`src/rtl/peran_pkg.sv`:
```
// Shared definitions for the PEran job scheduler: datapath widths and the
// scheduler FSM state encoding.
package peran_pkg;

  localparam int unsigned WORD_W        = 32;
  localparam int unsigned MAT_W         = 160;
  localparam int unsigned NUCL_W        = 2;
  localparam int unsigned NUCL_PER_WORD = WORD_W / NUCL_W;

  typedef enum logic [2:0] {
    S_IDLE  = 3'd0,
    S_LOAD  = 3'd1,
    S_RUN   = 3'd2,
    S_DRAIN = 3'd3,
    S_DONE  = 3'd4
  } sched_state_e;

endpackage

```
`src/rtl/peran_valid_pipe.sv`:
```
// Valid-bit shift register tracking words between read strobe and write.
// Its output is the write strobe and the write-index increment.
module peran_valid_pipe #(
  parameter int unsigned DEPTH = 3
) (
  input  logic             clk,
  input  logic             reset,
  input  logic             valid_in,
  output logic [DEPTH-1:0] stages,
  output logic             valid_out
);

  always_ff @(posedge clk or negedge reset) begin
    if (!reset) begin
      stages <= '0;
    end else begin
      stages <= {stages[DEPTH-2:0], valid_in};
    end
  end

  assign valid_out = stages[DEPTH-1];

endmodule

```
`src/rtl/peran_job_scheduler.sv`:
```
// Streams one job of parent words from source RAM through PEran into destination RAM.
// Optional job cycle counter enabled by defining PERAN_SCHED_PERF_EN.
module peran_job_scheduler
  import peran_pkg::*;
#(
  parameter int unsigned ADDR_W = 10,
  parameter int unsigned WORD_W = peran_pkg::WORD_W,
  parameter int unsigned MAT_W  = peran_pkg::MAT_W,
  parameter int unsigned RD_LAT = 1,
  parameter int unsigned PE_LAT = 1
) (
  input  logic              clk,
  input  logic              reset,
  input  logic              start,
  input  logic [ADDR_W-1:0] src_base,
  input  logic [ADDR_W-1:0] dst_base,
  input  logic [ADDR_W:0]   num_words,
  input  logic [MAT_W-1:0]  matrix_P_in,
  output logic              busy,
  output logic              done,
  output logic              rd_en,
  output logic [ADDR_W-1:0] rd_addr,
  input  logic [WORD_W-1:0] rd_data,
  output logic [WORD_W-1:0] pe_nucl_alig,
  output logic [MAT_W-1:0]  pe_matrix_P,
  input  logic [WORD_W-1:0] pe_final_result,
  output logic              wr_en,
  output logic [ADDR_W-1:0] wr_addr,
  output logic [WORD_W-1:0] wr_data
`ifdef PERAN_SCHED_PERF_EN
  ,
  output logic [31:0]       perf_cycles
`endif
);

  localparam int unsigned DEPTH = RD_LAT + 1 + PE_LAT;

  sched_state_e state_q, state_d;

  logic [ADDR_W-1:0] src_q, dst_q;
  logic [ADDR_W:0]   num_q;
  logic [MAT_W-1:0]  mat_q;
  logic [ADDR_W:0]   rd_cnt;
  logic [ADDR_W-1:0] wr_cnt;
  logic [DEPTH-1:0]  stages;
  logic              wr_inc;
  logic              accept;
  logic              load;
  logic              last_rd;

  assign last_rd = (rd_cnt + (ADDR_W+1)'(1)) == num_q;

  always_ff @(posedge clk or negedge reset) begin
    if (!reset) begin
      state_q <= S_IDLE;
    end else begin
      state_q <= state_d;
    end
  end

  always_comb begin
    state_d = state_q;
    busy    = 1'b0;
    done    = 1'b0;
    rd_en   = 1'b0;
    accept  = 1'b0;
    load    = 1'b0;
    case (state_q)
      S_IDLE: begin
        if (start) begin
          accept  = 1'b1;
          state_d = S_LOAD;
        end
      end
      S_LOAD: begin
        busy    = 1'b1;
        load    = 1'b1;
        state_d = (num_q == '0) ? S_DONE : S_RUN;
      end
      S_RUN: begin
        busy  = 1'b1;
        rd_en = 1'b1;
        if (last_rd) state_d = S_DRAIN;
      end
      S_DRAIN: begin
        busy = 1'b1;
        // Leave once only the output stage can still be set: DONE then
        // coincides with the final write instead of trailing it.
        if (stages[DEPTH-3:0] == '0) state_d = S_DONE;
      end
      S_DONE: begin
        done    = 1'b1;
        state_d = S_IDLE;
      end
      default: state_d = S_IDLE;
    endcase
  end

  peran_valid_pipe #(
    .DEPTH(DEPTH)
  ) u_valid_pipe (
    .clk      (clk),
    .reset    (reset),
    .valid_in (rd_en),
    .stages   (stages),
    .valid_out(wr_inc)
  );

  always_ff @(posedge clk or negedge reset) begin
    if (!reset) begin
      src_q        <= '0;
      dst_q        <= '0;
      num_q        <= '0;
      mat_q        <= '0;
      rd_cnt       <= '0;
      wr_cnt       <= '0;
      pe_nucl_alig <= '0;
      pe_matrix_P  <= '0;
    end else begin
      if (accept) begin
        src_q  <= src_base;
        dst_q  <= dst_base;
        num_q  <= num_words;
        mat_q  <= matrix_P_in;
        rd_cnt <= '0;
        wr_cnt <= '0;
      end
      if (load) pe_matrix_P <= mat_q;
      if (rd_en) rd_cnt <= rd_cnt + (ADDR_W+1)'(1);
      if (stages[RD_LAT-1]) pe_nucl_alig <= rd_data;
      if (wr_inc) wr_cnt <= wr_cnt + ADDR_W'(1);
    end
  end

  assign rd_addr = src_q + rd_cnt[ADDR_W-1:0];
  assign wr_addr = dst_q + wr_cnt;
  assign wr_en   = wr_inc;
  assign wr_data = pe_final_result;

`ifdef PERAN_SCHED_PERF_EN
  always_ff @(posedge clk or negedge reset) begin
    if (!reset) begin
      perf_cycles <= '0;
    end else if (accept) begin
      perf_cycles <= '0;
    end else if (busy) begin
      perf_cycles <= perf_cycles + 32'd1;
    end
  end
`endif

endmodule

```
`config.mk`:
```
export PLATFORM = sky130hd
export DESIGN_NAME = peran_job_scheduler
export DESIGN_NICKNAME = d
export VERILOG_FILES = /design/src/rtl/peran_pkg.sv /design/src/rtl/peran_valid_pipe.sv /design/src/rtl/peran_job_scheduler.sv
export SDC_FILE = /design/constraint.sdc
export NUM_CORES = 1
export LEC_CHECK = 0
export ABC_AREA = 1
export BUFFER_PORTS_ARGS = -buffer_cell sky130_fd_sc_hd__buf_2
export CAP_MARGIN = 20
export CORE_MARGIN = 4
export CORE_UTILIZATION = 40
export CTS_CLUSTER_SIZE = 24
export DETAILED_ROUTE_END_ITERATION = 8
export SYNTH_ARGS = -nofsm -noshare
export SYNTH_HDL_FRONTEND = slang
export SYNTH_SLANG_ARGS = --single-unit
```
`constraint.sdc`:
```
create_clock -name clk -period 2.6 [get_ports clk]
set_input_delay 0.52 -clock clk [delete_from_list [all_inputs] [get_ports clk]]
set_output_delay 0.52 -clock clk [all_outputs]
set_load 0.005 [all_outputs]
```
==> results of run 1 <==
-- metal layers --
| metal | vias up | wire length, um | GRT usage (%) | share of wire (%) |
|---|---|---|---|---|
| met5 | - | 92 | 0 | 0.19 |
| met4 | 12 | 1290 | 6.53 | 2.7 |
| met2 | 423 | 22500 | 33.0 | 47 |
| li1 | 6724 | - | - | - |
| met3 | 89 | 4000 | 6.69 | 8.3 |
| met1 | 6705 | 20200 | 26.5 | 42 |
-- final cells by class --
type                       count  area (um^2)
fill                        3897        19600
sequential                   410        10300
antenna                        5         12.5
clock inverter                12         97.6
inverter                      60          233
timing repair buffer         510         2900
multi-input combinational   1315         6130
tap                          532          666
clock buffer                  66         1360
-- timing repair --
action | in CTS | in global routing
setup buffers | 20 | 25
resized for setup | 53 | 24
pin swaps | 14 | 22
hold buffers | 1 | 0
hold endpoints to repair | 41 | 0
setup endpoints to repair | 13 | 13
-- synthesized netlist by cell type (2+ instances only) --
cell,n,area share [%]
nand2_1,1063,24
dfrtp_1,410,61
inv_1,56,1.2
o21ai_0,52,1.5
buf_2,47,1.4
nand3_1,39,1.2
clkbuf_1,34,0.76
buf_4,33,1.5
mux2_2,32,2.1
nor2_1,22,0.49
ha_1,20,1.5
a21oi_1,16,0.47
xor2_1,16,0.83
nand2_2,8,0.30
nand4_1,7,0.26
o22ai_1,5,0.19
inv_2,4,0.089
nor2_2,4,0.15
nor3_1,4,0.12
nor2_4,3,0.20
xnor2_1,3,0.16
a22oi_1,2,0.089
a31oi_1,2,0.074
fa_1,2,0.24
nand3_2,2,0.12
nor4_1,2,0.074
-- worst max-delay path: stages (launching register included) --
cell      delay (ns)
dfrtp_1         0.38
ha_2            0.20
fa_2            0.37
nand3_2         0.11
nand2_2         0.07
nand2_2         0.09
nand2_2         0.05
nand2_2         0.07
a21boi_2        0.06
o21ai_1         0.15
nand2_1         0.08
xor2_1          0.14
buf_2           0.12
-- where the power goes --
group          switching [mW]  internal (mW)
sequential               1.68           9.26
combinational            5.68           4.17
clock                    2.54           3.71
total                    9.90           17.1
-- path summary, 6_finish.rpt --
kind,from,to,cells after the start
min,matrix_P_in[50],mat_q[50],3
min in group asynchronous,reset,pe_nucl_alig[2],2
min reg2reg,u_valid_pipe.stages[1],u_valid_pipe.stages[2],0
max reg2reg,rd_cnt[0],state_q[1],14
max,wr_cnt[0],wr_addr[8],12
max in group asynchronous,reset,pe_matrix_P[86],3
-- flip-flops by register name (all words and copies together), names as in the netlist --
register             cells
u_valid_pipe.stages      3
mat_q                  160
src_q                   10
pe_nucl_alig            32
num_q                   11
rd_cnt                  11
dst_q                   10
wr_cnt                  10
state_q                  3
pe_matrix_P            160
-- cells by family after synthesis --
family                     Yosys count  share of synthesized area, %
AOI/OAI and AO/OA                   85                          2.72
muxes                               33                          2.20
adders and majority gates           22                          1.72
buffers and inverters              174                          4.95
xor gates and xnor gates            19                         0.986
and+or+nand+nor                   1156                          26.6
DFF                                410                          60.8
==> flow_summary.json, run 1 <==
{
  "status": "finished, violations left",
  "violations": "negative setup slack",
  "clk_pin_slew_worst_paths_ns": 0.06,
  "portBuffers": 441,
  "async_flop_share_pct": 100,
  "hold_viol": 0,
  "cp.required_ns": 2.08,
  "nets": 2622,
  "grt_pass1_vias": 14167,
  "cp.arrival_ns": 2.46,
  "synth_edf_count": 0,
  "die_h_um": 213,
  "hold_ws_ns": 0.154,
  "clock-sinks": 410,
  "final_cell_area_mm2": 0.0217,
  "fin_skew_ns": 0.0198,
  "h-tree-depth": 2,
  "ys_warn_count": 0,
  "clk_latency_ns": 0.56,
  "track_usage_pct": 20.5,
  "gp_congestion": 0.871,
  "power.leakage_nw": 11.9,
  "ir_drop_mv": 0.775,
  "ys_ff_latch": 410,
  "syn_avg_cell_area_um2": 8.88,
  "die_area_mm2": 0.0455,
  "io_pins": 506,
  "cts_root_buffer": "clkbuf_16",
  "drt_iter0_markers": 864,
  "utilization_pct": 52.5,
  "viasPerCell": 4.79,
  "die_width_um": 213,
  "cts_buffer_depth": 3,
  "gr-total-overflow": 0,
  "drt-total-wl_um": 48100,
  "end_kind": "output port",
  "min_period_ns": 2.98,
  "fmax_mhz": 335,
  "ant_nets": 0,
  "initial_utilization_pct": 40.9,
  "hp-class": "in2reg",
  "worstMarginPinSlew_ns": 0.955,
  "hpwl_um": 31900,
  "min_period_over_period_pct": 115,
  "cts_tree": "built",
  "antenna_found_initial": 11,
  "maxSlewHeadroom_pct": 36.3,
  "crit_fanout": 2,
  "power.density_mw_per_mm2": 1250,
  "core_mm2": 0.0413,
  "grt_max_degree": 149,
  "finalMaxSlewViolations": 0,
  "critPathKind": "reg2out",
  "fin_setup_tns_ns": -1.74,
  "vias": 13953,
  "drive_gt1_share_pct": 29.5,
  "final_cell_mix": "nand2_1, buf_2, dfrtp_1",
  "drv_cap": 0,
  "syn_inst": 1899,
  "synth_flop_cell": "dfrtp_1",
  "fin_ws_ns": -0.382,
  "finalPower_mw": 27.0,
  "rows": 74,
  "place_area_mm2": 0.0195,
  "final_common_cell": "nand2_1",
  "final_cells": 2910,
  "drc": 0,
  "setup_viol": 10,
  "area_delta_synth_final_pct": 28.5,
  "placedCellCount": 2785,
  "rrSetupSlack_ns": 0.46,
  "synth-seq-area-share_pct": 60.8,
  "dp_slack_ns": 0.0985,
  "routedWlPerCell_um": 16.5,
  "synthesis.nets": 2179,
  "rsz0062_at_grt": "yes",
  "synth_area_mm2": 0.0169,
  "numCtsBuffers": 45,
  "grt_first_pass_wirelength_um": 75000,
  "start_kind": "register",
  "drt-pass1-iter-count": 5,
  "yosysUniqueCellTypes": 37
}
No activity file was read; power rests on OpenSTA's default activity.
==> run 2: changes to the inputs <==
Settings changed: PLACE_DENSITY set to 0.63.
==> flow_summary.json, run 2 (synthesized netlist as in run 1, its figures left out) <==
{
  "setup_viol": 9,
  "dp_slack_ns": 0.0964,
  "viasPerCell": 4.82,
  "ant_nets": 0,
  "hold_ws_ns": 0.154,
  "fin_skew_ns": 0.0196,
  "crit_path_start": "wr_cnt[0]",
  "violations": "negative setup slack",
  "finalPower_mw": 27.7,
  "min_period_over_period_pct": 115,
  "rsz0062_at_grt": "yes",
  "cp.arrival_ns": 2.46,
  "clk_latency_ns": 0.56,
  "die_width_um": 213,
  "hp-start": "matrix_P_in[57]",
  "final_common_cell": "nand2_1",
  "fin_ws_ns": -0.379,
  "die_h_um": 213,
  "grt_max_degree": 149,
  "clk_pin_slew_worst_paths_ns": 0.06,
  "fmax_mhz": 336,
  "end_kind": "output port",
  "gp_congestion": 0.875,
  "gr-total-overflow": 0,
  "fillCellCount": 3852,
  "drive_gt1_share_pct": 29.6,
  "cp.required_ns": 2.08,
  "r2r_cells": 15,
  "hold_viol": 0,
  "critPathKind": "reg2out",
  "track_usage_pct": 20.1,
  "power.density_mw_per_mm2": 1270,
  "grt_pass1_vias": 14236,
  "ir_drop_mv": 0.788,
  "grt_first_pass_wirelength_um": 74000,
  "cts_buffer_depth": 3,
  "drt-total-wl_um": 47100,
  "numCtsBuffers": 45,
  "min_path_cells": 3,
  "routedWlPerCell_um": 16.2,
  "start_kind": "register",
  "initial_utilization_pct": 40.9,
  "finalMaxSlewViolations": 0,
  "final_cell_mix": "nand2_1, buf_2, dfrtp_1",
  "min_period_ns": 2.98,
  "top_regs": "mat_q (160), pe_matrix_P (160), pe_nucl_alig (32)",
  "maxSlewHeadroom_pct": 42.9,
  "nets": 2622,
  "rows": 74,
  "cts_root_buffer": "clkbuf_16",
  "antenna_found_initial": 9,
  "status": "finished, violations left",
  "clock-sinks": 410,
  "drt_iter0_markers": 901,
  "portBuffers": 441,
  "power.leakage_nw": 12.0,
  "h-tree-depth": 2,
  "cts_tree": "built",
  "io_pins": 506,
  "drv_cap": 0,
  "vias": 14039,
  "hp-class": "in2reg",
  "area_delta_synth_final_pct": 29.1,
  "crit_fanout": 2,
  "drc": 0,
  "reg2reg_from": "rd_cnt[0]",
  "drt-pass1-iter-count": 5,
  "worstMarginPinSlew_ns": 0.856,
  "hpwl_um": 31400,
  "core_mm2": 0.0413,
  "die_area_mm2": 0.0455
}
==> run 2: per-layer routing <==
layer,routed length (um),GRT usage [%],vias to the layer above
li1,-,-,6735
met1,19800,25.9,6764
met2,22500,32.7,431
met3,3230,5.22,103
met4,1570,7.83,6
met5,35,0,-
==> run 2: through the flow <==
stage / util (%) / instance area [um^2] / std cells / TNS (ns)
floorplan: - / 16900 / 1899 / 0
global placement: 47.2 / 19500 / 2790 / 0
detailed placement: 47.2 / 19500 / 2790 / 0
CTS: 52.3 / 21600 / 2896 / -1.18
global route: 52.8 / 21800 / 2911 / -2.75
finish: 52.8 / 21800 / 2911 / -1.50
==> run 2: final cells by class <==
| type | instances | area (um^2) | share of cell area [%] |
|---|---|---|---|
| multi-input combinational | 1315 | 6140 | 28.2 |
| tap | 532 | 666 | 3.06 |
| clock inverter | 17 | 294 | 1.35 |
| inverter | 60 | 233 | 1.07 |
| antenna | 5 | 12.5 | 0.0574 |
| timing repair buffer | 510 | 2850 | 13.1 |
| sequential | 410 | 10300 | 47.2 |
| clock buffer | 62 | 1310 | 6.02 |
==> run 2: repair_timing <==
action / in CTS / in global routing
gates cloned: 0 / 0
gates resized for setup: 58 / 23
hold buffers: 1 / 0
endpoints found under the setup margin: 13 / 13
pin swaps: 25 / 26
buffers inserted: 26 / 11
endpoints found under the hold margin: 47 / 0
==> run 2: worst max-delay path: stages (launching register included) <==
cell	delay [ns]
dfrtp_1	0.40
ha_2	0.20
fa_2	0.40
nand3_2	0.09
nand2_2	0.06
nand2_1	0.07
nand2_1	0.07
nand2_2	0.09
a21boi_2	0.06
o21ai_1	0.11
nand2_1	0.07
xor2_1	0.14
buf_2	0.14
==> run 2: worst paths after layout <==
| path | end | slack, ns |
|---|---|---|
| min reg2reg | u_valid_pipe.stages[2] | 0.35 |
| min in group asynchronous | dst_q[7] | 0.50 |
| min | mat_q[57] | 0.15 |
| max in group asynchronous | pe_matrix_P[125] | 1.28 |
| max reg2reg | state_q[0] | 0.49 |
| max | wr_addr[8] | -0.38 |
==> run 2: where the power goes <==
group | internal [mW] | switching (mW) | leakage, nW | total [mW]
clock | 4.31 | 2.54 | 0.786 | 6.85
combinational | 4.20 | 5.66 | 6.07 | 9.86
sequential | 9.26 | 1.71 | 5.14 | 11.0
==> run 3: changes to the inputs <==
Settings changed: GPL_TIMING_DRIVEN set to 0.
==> flow_summary.json, run 3 (synthesized netlist as in run 1, its figures left out) <==
{
  "status": "finished, violations left",
  "violations": "negative setup slack",
  "min_period_over_period_pct": 114,
  "final_cell_mix": "nand2_1, buf_2, dfrtp_1",
  "pwr-share-comb_pct": 36.8,
  "worstMarginPinSlew_ns": 0.779,
  "hold_viol": 0,
  "seqPwrFrac_pct": 40.2,
  "drc": 0,
  "antenna_found_initial": 14,
  "top_layer": "met5",
  "final_common_cell": "nand2_1",
  "rows": 74,
  "utilization_pct": 53.6,
  "hpwl_um": 36200,
  "final_cell_area_mm2": 0.0221,
  "start_kind": "register",
  "drt_iter0_markers": 919,
  "track_usage_pct": 21.1,
  "cp.arrival_ns": 2.45,
  "hp-start": "matrix_P_in[50]",
  "finalMaxSlewViolations": 0,
  "viasPerCell": 4.75,
  "clk_pin_slew_worst_paths_ns": 0.06,
  "core_mm2": 0.0413,
  "ir_drop_mv": 0.620,
  "grt_max_degree": 110,
  "min_period_ns": 2.97,
  "grt_pass1_vias": 14524,
  "p_sw_mw": 10.1,
  "ant_nets": 0,
  "io_pins": 506,
  "area_delta_synth_final_pct": 31.1,
  "die_h_um": 213,
  "fin_ws_ns": -0.369,
  "dr_wl_met3_um": 3480,
  "nets": 2736,
  "clk_latency_ns": 0.56,
  "numCtsBuffers": 45,
  "die_area_mm2": 0.0455,
  "reg2reg_from": "state_q[2]",
  "gr-total-overflow": 0,
  "drt-total-wl_um": 49500,
  "cts_tree": "built",
  "timing.critical_path.buf_inv": 1,
  "cts_buffer_depth": 3,
  "min_path_cells": 3,
  "power.density_mw_per_mm2": 1230,
  "die_width_um": 213,
  "min_to": "mat_q[50]",
  "drive_gt1_share_pct": 30.8,
  "setup_viol": 11,
  "fin_setup_tns_ns": -1.91,
  "critical_path.most_common_cell": "nand2_1",
  "cp.required_ns": 2.08,
  "crit_chain": "ha_4 > fa_2 > nand3_2 > nand2_2 > nand2_1 > nand2_1 > nand2_2 > a21boi_2 > o21ai_1 > nand2_1 > xor2_2 > buf_2",
  "place_area_mm2": 0.0200,
  "p_sw_share_pct": 37.0,
  "clock-sinks": 410,
  "wirelength_met1_um": 20300,
  "fin_skew_ns": 0.0125,
  "crit_fanout": 2,
  "slowest_delay_ns": 0.42,
  "critPathTopFamily": "adder cells",
  "drt-pass1-iter-count": 5,
  "vias": 14383,
  "end_kind": "output port",
  "initial_utilization_pct": 40.9,
  "maxSlewHeadroom_pct": 48.0,
  "dp_slack_ns": -0.0831,
  "reg2reg_to": "pe_matrix_P[95]",
  "grt_first_pass_wirelength_um": 76800,
  "slowest_stage": "dfrtp_1",
  "drv_cap": 0,
  "routedWlPerCell_um": 16.3,
  "clockPowerShare_pct": 22.9,
  "top_regs": "mat_q (160), pe_matrix_P (160), pe_nucl_alig (32)",
  "critPathKind": "reg2out",
  "internal-power_mw": 17.1,
  "r2r_cells": 7,
  "power.leakage_nw": 12.3,
  "rrSetupSlack_ns": 0.40,
  "hp-class": "in2reg",
  "h-tree-depth": 2,
  "portBuffers": 473,
  "met2_length_um": 24000,
  "fmax_mhz": 337,
  "rsz0062_at_grt": "yes",
  "gp_congestion": 0.875,
  "cts_root_buffer": "clkbuf_16"
}
[run 3: power groups by stage]
stage          Combinational, mW  Clock [mW]  Sequential (mW)
5_1_grt                     11.4        6.71             11.3
3_5_place_dp                9.24           0             10.9
3_3_place_gp                8.94           0             10.9
4_1_cts                     9.82        6.42             10.9
2_1_floorplan               5.29           0             10.7
6_report                    10.0        6.24             10.9
[run 3: stage by stage]
| stage | cells | hold slack (ns) | power, mW |
|---|---|---|---|
| 6_report | 3030 | 0.152 | 27.2 |
| 5_1_grt | 3025 | 0.134 | 29.4 |
| 4_1_cts | 3012 | 0.109 | 27.2 |
| 3_5_place_dp | 2908 | 0.346 | 20.2 |
| 3_3_place_gp | 2904 | 0.341 | 19.8 |
| 2_1_floorplan | 1899 | 0.224 | 16.0 |
[run 3: worst max path at each step]
stage | from | to | cells past startpoint
floorplan | wr_cnt[0] | wr_addr[8] | 11
global placement | reset | mat_q[32] | 1
detailed placement | wr_cnt[0] | wr_addr[8] | 12
CTS | wr_cnt[0] | wr_addr[8] | 12
global route | wr_cnt[0] | wr_addr[8] | 12
finish | wr_cnt[0] | wr_addr[8] | 12
[run 3: worst min-delay path: cells and delay by family]
kind / cells / cell delay (ns)
simple gates: 2 / 0.09
buf+inv: 1 / 0.07
[run 3: routing by layer]
| layer | GRT usage, % | vias up |
|---|---|---|
| met4 | 7.08 | 24 |
| met1 | 26.9 | 6845 |
| met5 | 0 | - |
| li1 | - | 6976 |
| met3 | 5.84 | 113 |
| met2 | 35.1 | 425 |
[run 3: what timing repair did]
action                                  4_1_cts  5_1_grt
buffers inserted                             20       13
pin swaps                                    15       19
hold buffers                                  1        0
resized for setup                            53       19
endpoints found under the setup margin       12       11
hold endpoints to repair                     46        0
gates cloned                                  0        0
[run 3: cell type report]
type	instances	area [um^2]
clock buffer	70	1310
timing repair buffer	510	2750
antenna	6	15.0
tap	532	666
inverter	60	225
sequential	410	10300
fill	3828	19200
clock inverter	13	146
buffer	114	611
multi-input combinational	1315	6130
